===== src/rtl/seg_display_mux_pkg.sv =====
// Shared segment encodings for the multiplexed seven-segment display.
// Patterns are active-low: bit 7 = dp, bits 6:0 = g..a.
package seg_display_mux_pkg;

    typedef logic [7:0] seg_t;

    localparam seg_t SEG_0     = 8'hC0;
    localparam seg_t SEG_1     = 8'hF9;
    localparam seg_t SEG_2     = 8'hA4;
    localparam seg_t SEG_3     = 8'hB0;
    localparam seg_t SEG_4     = 8'h99;
    localparam seg_t SEG_5     = 8'h92;
    localparam seg_t SEG_6     = 8'h82;
    localparam seg_t SEG_7     = 8'hF8;
    localparam seg_t SEG_8     = 8'h80;
    localparam seg_t SEG_9     = 8'h90;
    localparam seg_t SEG_A     = 8'h88;
    localparam seg_t SEG_B     = 8'h83;
    localparam seg_t SEG_C     = 8'hC6;
    localparam seg_t SEG_D     = 8'hA1;
    localparam seg_t SEG_E     = 8'h86;
    localparam seg_t SEG_F     = 8'h8E;
    localparam seg_t SEG_BLANK = 8'hFF;

endpackage


===== src/rtl/seg_hex_decode.sv =====
// Combinational nibble to seven-segment decoder; letters only when hex_en is set.
module seg_hex_decode
    import seg_display_mux_pkg::*;
(
    input  logic [3:0] code,
    input  logic       hex_en,
    output seg_t       pattern
);

    always_comb begin
        pattern = SEG_BLANK;
        case (code)
            4'd0:  pattern = SEG_0;
            4'd1:  pattern = SEG_1;
            4'd2:  pattern = SEG_2;
            4'd3:  pattern = SEG_3;
            4'd4:  pattern = SEG_4;
            4'd5:  pattern = SEG_5;
            4'd6:  pattern = SEG_6;
            4'd7:  pattern = SEG_7;
            4'd8:  pattern = SEG_8;
            4'd9:  pattern = SEG_9;
            4'd10: pattern = hex_en ? SEG_A : SEG_BLANK;
            4'd11: pattern = hex_en ? SEG_B : SEG_BLANK;
            4'd12: pattern = hex_en ? SEG_C : SEG_BLANK;
            4'd13: pattern = hex_en ? SEG_D : SEG_BLANK;
            4'd14: pattern = hex_en ? SEG_E : SEG_BLANK;
            default: pattern = hex_en ? SEG_F : SEG_BLANK;
        endcase
    end

endmodule


===== src/rtl/seg_display_mux.sv =====
// Time-multiplexed seven-segment driver with shadowed digit data,
// leading-zero blanking, per-digit decimal points and blinking.
module seg_display_mux
    import seg_display_mux_pkg::*;
#(
    parameter int NUM_DIGITS  = 4,
    parameter int REFRESH_DIV = 100000,
    parameter int BLINK_DIV   = 250,
    parameter int HEX_MODE    = 0
)
(
    input  logic                    clk,
    input  logic                    rst,
    input  logic [4*NUM_DIGITS-1:0] digits,
    input  logic [NUM_DIGITS-1:0]   dp_en,
    input  logic [NUM_DIGITS-1:0]   blink_mask,
    input  logic                    blank_lz,
    input  logic                    load,
    output logic [7:0]              seg,
    output logic [NUM_DIGITS-1:0]   an
);

    localparam int CNT_W = (REFRESH_DIV > 1) ? $clog2(REFRESH_DIV) : 1;
    localparam int IDX_W = (NUM_DIGITS  > 1) ? $clog2(NUM_DIGITS)  : 1;
    localparam int BLK_W = (BLINK_DIV   > 1) ? $clog2(BLINK_DIV)   : 1;

    logic [CNT_W-1:0]        refresh_cnt;
    logic [IDX_W-1:0]        idx;
    logic [BLK_W-1:0]        blink_cnt;
    logic                    blink_phase;
    logic [4*NUM_DIGITS-1:0] digits_sh;
    logic [NUM_DIGITS-1:0]   dp_sh;
    logic [NUM_DIGITS-1:0]   mask_sh;

    logic                    tick;
    logic [3:0]              code_arr [NUM_DIGITS];
    logic [NUM_DIGITS-1:0]   upper_zero;
    logic [3:0]              sel_code;
    seg_t                    sel_pattern;
    logic                    hex_en;
    logic                    blink_off;
    logic                    lz_blank;
    seg_t                    seg_next;
    logic [NUM_DIGITS-1:0]   an_next;

    assign tick   = (refresh_cnt == CNT_W'(REFRESH_DIV - 1));
    assign hex_en = (HEX_MODE != 0);

    // upper_zero[i]: digit i and every more-significant digit hold code 0
    genvar gi;
    generate
        for (gi = 0; gi < NUM_DIGITS; gi++) begin : g_digit
            assign code_arr[gi]   = digits_sh[4*gi +: 4];
            assign upper_zero[gi] = (digits_sh[4*NUM_DIGITS-1 : 4*gi] == '0);
        end
    endgenerate

    assign sel_code = code_arr[idx];

    seg_hex_decode u_decode (
        .code    (sel_code),
        .hex_en  (hex_en),
        .pattern (sel_pattern)
    );

    always_comb begin
        blink_off = blink_phase && mask_sh[idx];
        lz_blank  = blank_lz && (idx != '0) && upper_zero[idx];
        an_next   = ~(NUM_DIGITS'(1) << idx);
        seg_next  = {~dp_sh[idx], (lz_blank ? SEG_BLANK[6:0] : sel_pattern[6:0])};
        if (blink_off) begin
            an_next  = '1;
            seg_next = SEG_BLANK;
        end
    end

    always_ff @(posedge clk or posedge rst) begin
        if (rst) begin
            refresh_cnt <= '0;
            idx         <= '0;
            blink_cnt   <= '0;
            blink_phase <= 1'b0;
            digits_sh   <= '0;
            dp_sh       <= '0;
            mask_sh     <= '0;
            seg         <= SEG_BLANK;
            an          <= '1;
        end else begin
            if (tick) begin
                refresh_cnt <= '0;
                idx         <= (idx == IDX_W'(NUM_DIGITS - 1)) ? '0 : idx + 1'b1;
                if (blink_cnt == BLK_W'(BLINK_DIV - 1)) begin
                    blink_cnt   <= '0;
                    blink_phase <= ~blink_phase;
                end else begin
                    blink_cnt <= blink_cnt + 1'b1;
                end
            end else begin
                refresh_cnt <= refresh_cnt + 1'b1;
            end
            if (load) begin
                digits_sh <= digits;
                dp_sh     <= dp_en;
                mask_sh   <= blink_mask;
            end
            seg <= seg_next;
            an  <= an_next;
        end
    end

endmodule

===== config.mk =====
export PLATFORM = sky130hd
export DESIGN_NAME = seg_display_mux
export DESIGN_NICKNAME = d
export VERILOG_FILES = /design/src/rtl/seg_display_mux_pkg.sv /design/src/rtl/seg_hex_decode.sv /design/src/rtl/seg_display_mux.sv
export SDC_FILE = /design/constraint.sdc
export NUM_CORES = 1
export LEC_CHECK = 0
export ABC_CLOCK_PERIOD_IN_PS = 6000
export CAP_MARGIN = 20
export CELL_PAD_IN_SITES_DETAIL_PLACEMENT = 1
export CELL_PAD_IN_SITES_GLOBAL_PLACEMENT = 1
export CORE_MARGIN = 2
export CORE_UTILIZATION = 47
export DETAILED_ROUTE_END_ITERATION = 8
export MAX_ROUTING_LAYER = met4
export PLACE_DENSITY_LB_ADDON = 0.1
export SETUP_SLACK_MARGIN = 0.1
export SLEW_MARGIN = 20
export SYNTH_ARGS = -nofsm -noshare
export SYNTH_HDL_FRONTEND = slang
export SYNTH_SLANG_ARGS = --single-unit

===== constraint.sdc =====
create_clock -name clk -period 6 [get_ports clk]
set_clock_uncertainty 0.05 [all_clocks]
set_input_delay 1.2 -clock clk [delete_from_list [all_inputs] [get_ports clk]]
set_output_delay 1.2 -clock clk [all_outputs]
set_load 0.02 [all_outputs]

==> qor.txt <==
================================================================================
Root Driver ....................................................... sky130_fd_sc_hd__clkbuf_8
All-Layer GR Usage ................................................        20.8%
TritonCTS buffer count ............................................            9
Top flip-flop cell by instance count after synthesis .............. sky130_fd_sc_hd__dfrtp_1
Share of layout cells above drive strength 1 ......................        20.6%
Core footprint ....................................................     5990 µm²
Gpl congestion ....................................................        0.732
Design area .......................................................     3600 µm²
Clock tree from TritonCTS .........................................         done
Critical path data required time ..................................      4.75 ns
Distinct cells, synth .............................................           40
Grt total ovfl ....................................................            0
Maximum ir drop on the vdd rail ...................................   0.000177 V
Power density over the cells ......................................   276 nW/µm²
Antenna violations before repair ..................................            0
Routed via count divided by cell count ............................         5.63
Largest stage delay on the critical path ..........................      0.60 ns
Setup repair after global routing missed its margin ...............           no
Data arrival, critical path .......................................      1.47 ns
Cell area after synthesis .........................................     2940 µm²
Final-layout worst hold slack .....................................     0.431 ns
Largest net degree at the start of global routing .................           65
Worst-path clk slew ...............................................      0.07 ns
Path category of the worst min-delay check ........................      reg2reg
Register bit total from synthesis .................................           64
Net count, final ..................................................          321
Post-synthesis sequential area ratio ..............................        54.9%
Xor/xnor share of the synthesized area ............................        4.76%
Async set or reset register ratio after synthesis .................         100%
Crit path setup slack, layout .....................................      3.28 ns
Actual slew at the worst max-slew pin .............................      1.08 ns
Worst slew slack as a fraction of its limit .......................        27.9%
Fraction of the mapped netlist area in adder cells ................        2.97%
Worst path bufs/invs ..............................................            1
LEAKAGE ...........................................................   0.00152 µW
Wire length of the first global-routing pass ......................      10.9 mm
Die Width .........................................................      83.1 µm
Post-DP HPWL ......................................................      4.37 mm
Fraction of synthesized cell area taken by the top area cell type .        44.2%
Max-Cap Viols .....................................................            0
CP Capture Type ...................................................   output pin
Clock period minus worst slack ....................................      2.72 ns
Biggest fanout along the worst timing path ........................            1
Antenna Diode Count ...............................................            0
Clock H-tree levels ...............................................            3
Top-level port count ..............................................           40
Max-slew violation count ..........................................            0
Mapped Cells ......................................................          244
Most common library cells after synthesis ......................... sky130_fd_sc_hd__dfrtp_1 (52), sky130_fd_sc_hd__mux2_2 (24), sky130_fd_sc_hd__nand2_1 (22)
Fraction of the mapped netlist area in simple logic gates .........        13.3%
Starting density of the core ......................................        49.1%
Count of flip-flops with a built-in enable after synthesis ........            0
Total number of vias ..............................................         2062
Post-synthesis mux area share .....................................        14.0%
Deepest clock path buffer count ...................................            2
Violation count after the first detailed-routing iteration ........           75
Slowest library cell on the worst path ............................ sky130_fd_sc_hd__clkdlybuf4s50_1
Clock Sink Count ..................................................           64
Total negative slack ..............................................         0 ns
Number of cells upsized or downsized after cts ....................            0
Number of global-route vias before repair .........................         2240
Power Total .......................................................       995 µW
Most used standard cell by instance count after synthesis ......... sky130_fd_sc_hd__dfrtp_1
Die height ........................................................      83.1 µm
Final number of hold-violating endpoints ..........................            0
Setup WS pre-CTS ..................................................      3.01 ns
Crit Path Category ................................................      reg2out
Total of buffers placed on input and output ports .................           39
Avg WL per Cell ...................................................      17.3 µm
Total wire length after detailed routing ..........................      6.34 mm
Layout overhead on the synthesized area ...........................        22.4%
Number of hold buffers added after cts ............................            0
Top cells by area, synth .......................................... sky130_fd_sc_hd__dfrtp_1 (44%), sky130_fd_sc_hd__dfstp_2 (11%), sky130_fd_sc_hd__mux2_2 (9.2%)
Overall die area ..................................................     6910 µm²
Avg Inst Size Synth ...............................................     12.1 µm²
Detailed-router iteration count before antenna repair .............            4
Number of setup buffers added after CTS ...........................            0
Final worst-path cycle share ......................................        45.4%
Ordered cell list for the critical path ........................... clkdlybuf4s50_1
Startpoint kind of the worst setup timing path ....................     register
Post-detailed-route count of antenna-violating nets ...............            0
Max Freq ..........................................................      367 MHz
Clock insertion delay at the later pin of the skew report .........      0.34 ns
Number of nets in the synthesized netlist .........................          279
Area of placed instances ..........................................     3380 µm²
Status ............................................................    completed
DR DRC count ......................................................            0
Count of warnings emitted by yosys ................................            0
Post-synth top area cell .......................................... sky130_fd_sc_hd__dfrtp_1
Main combinational cell family by area after synthesis ............ multiplexers
Kind of cell adding the most delay to the critical path ........... buffers and inverters
Fraction of the mapped netlist area in compound gates .............        7.39%
Site Rows .........................................................           28
Number of setup violations in the final report ....................            0
================================================================================
[power breakdown]
part           switching [µW]  internal (µW)
registers                15.3            462
clock network             166            245
logic                    49.1           57.9
[flip-flops by register name, summed over array words and instances, names as in the netlist]
register     count
dp_sh            4
idx              2
digits_sh       16
seg              8
refresh_cnt     17
blink_phase      1
blink_cnt        8
an               4
mask_sh          4
[stage by stage]
step,instances,utilization (%)
after detailed placement,350,56.5
after global routing,366,60.2
after floorplan,244,-
final,366,60.2
after global placement,350,56.5
after CTS,366,60.2
[cell families after synthesis]
logic type | Yosys count
DFF | 64
buffers and inverters | 16
AOI/OAI and AO/OA | 34
and+or+nand+nor | 77
adders and majority gates | 7
muxes | 30
xor gates and xnor gates | 16
[cells in the final DEF (no fill, tap or decap), types with 2 or more instances in the layout]
master	synthesis	layout
sky130_fd_sc_hd__a21oi_1	6	6
sky130_fd_sc_hd__a31oi_1	3	3
sky130_fd_sc_hd__and2_1	3	3
sky130_fd_sc_hd__and3_1	7	7
sky130_fd_sc_hd__and4_1	3	3
sky130_fd_sc_hd__bufinv_16	0	2
sky130_fd_sc_hd__clkbuf_8	0	10
sky130_fd_sc_hd__clkdlybuf4s50_1	0	39
sky130_fd_sc_hd__clkinvlp_4	0	2
sky130_fd_sc_hd__dfrtp_1	52	52
sky130_fd_sc_hd__dfstp_2	12	12
sky130_fd_sc_hd__ha_1	7	7
sky130_fd_sc_hd__inv_1	6	5
sky130_fd_sc_hd__mux2_2	24	24
sky130_fd_sc_hd__mux4_1	2	2
sky130_fd_sc_hd__mux4_2	4	4
sky130_fd_sc_hd__nand2_1	22	22
sky130_fd_sc_hd__nand3_1	6	6
sky130_fd_sc_hd__nand4_1	5	5
sky130_fd_sc_hd__nor2_1	17	17
sky130_fd_sc_hd__nor3_1	3	3
sky130_fd_sc_hd__nor4_1	3	3
sky130_fd_sc_hd__o21ai_0	11	11
sky130_fd_sc_hd__o31ai_1	4	4
sky130_fd_sc_hd__o41ai_1	3	3
sky130_fd_sc_hd__or3_1	3	3
sky130_fd_sc_hd__xnor2_1	7	7
sky130_fd_sc_hd__xor2_1	9	9
[final cells by class]
| class | instances | area (µm²) |
|---|---|---|
| Multi-Input combinational cell | 164 | 1250 |
| Clock inverter | 5 | 80.1 |
| Fill cell | 606 | 2390 |
| Sequential cell | 64 | 1620 |
| Inverter | 7 | 26.3 |
| Timing Repair Buffer | 40 | 398 |
| Clock buffer | 11 | 141 |
| Tap cell | 75 | 93.8 |
[final timing paths]
check,from,to,slack [ns],cells after the start
setup / recovery,seg[7],seg[7],3.28,1
setup reg to reg,refresh_cnt[0],blink_cnt[5],3.77,6
min in group asynchronous,rst,digits_sh[0],1.38,3
hold reg to reg,blink_phase,blink_phase,0.43,1
hold / removal,blink_phase,blink_phase,0.43,1
max in group asynchronous,rst,mask_sh[2],4.00,3
[layer usage]
layer / part of all wire [%] / global-route usage [%] / up-vias
met1: 46 / 26.7 / 1047
met2: 49 / 32.0 / 40
met5: 0 / - / -
li1: - / - / 963
met4: 2.3 / 8.64 / 0
met3: 3.1 / 4.97 / 12
No activity file was read; power rests on OpenSTA's default activity.
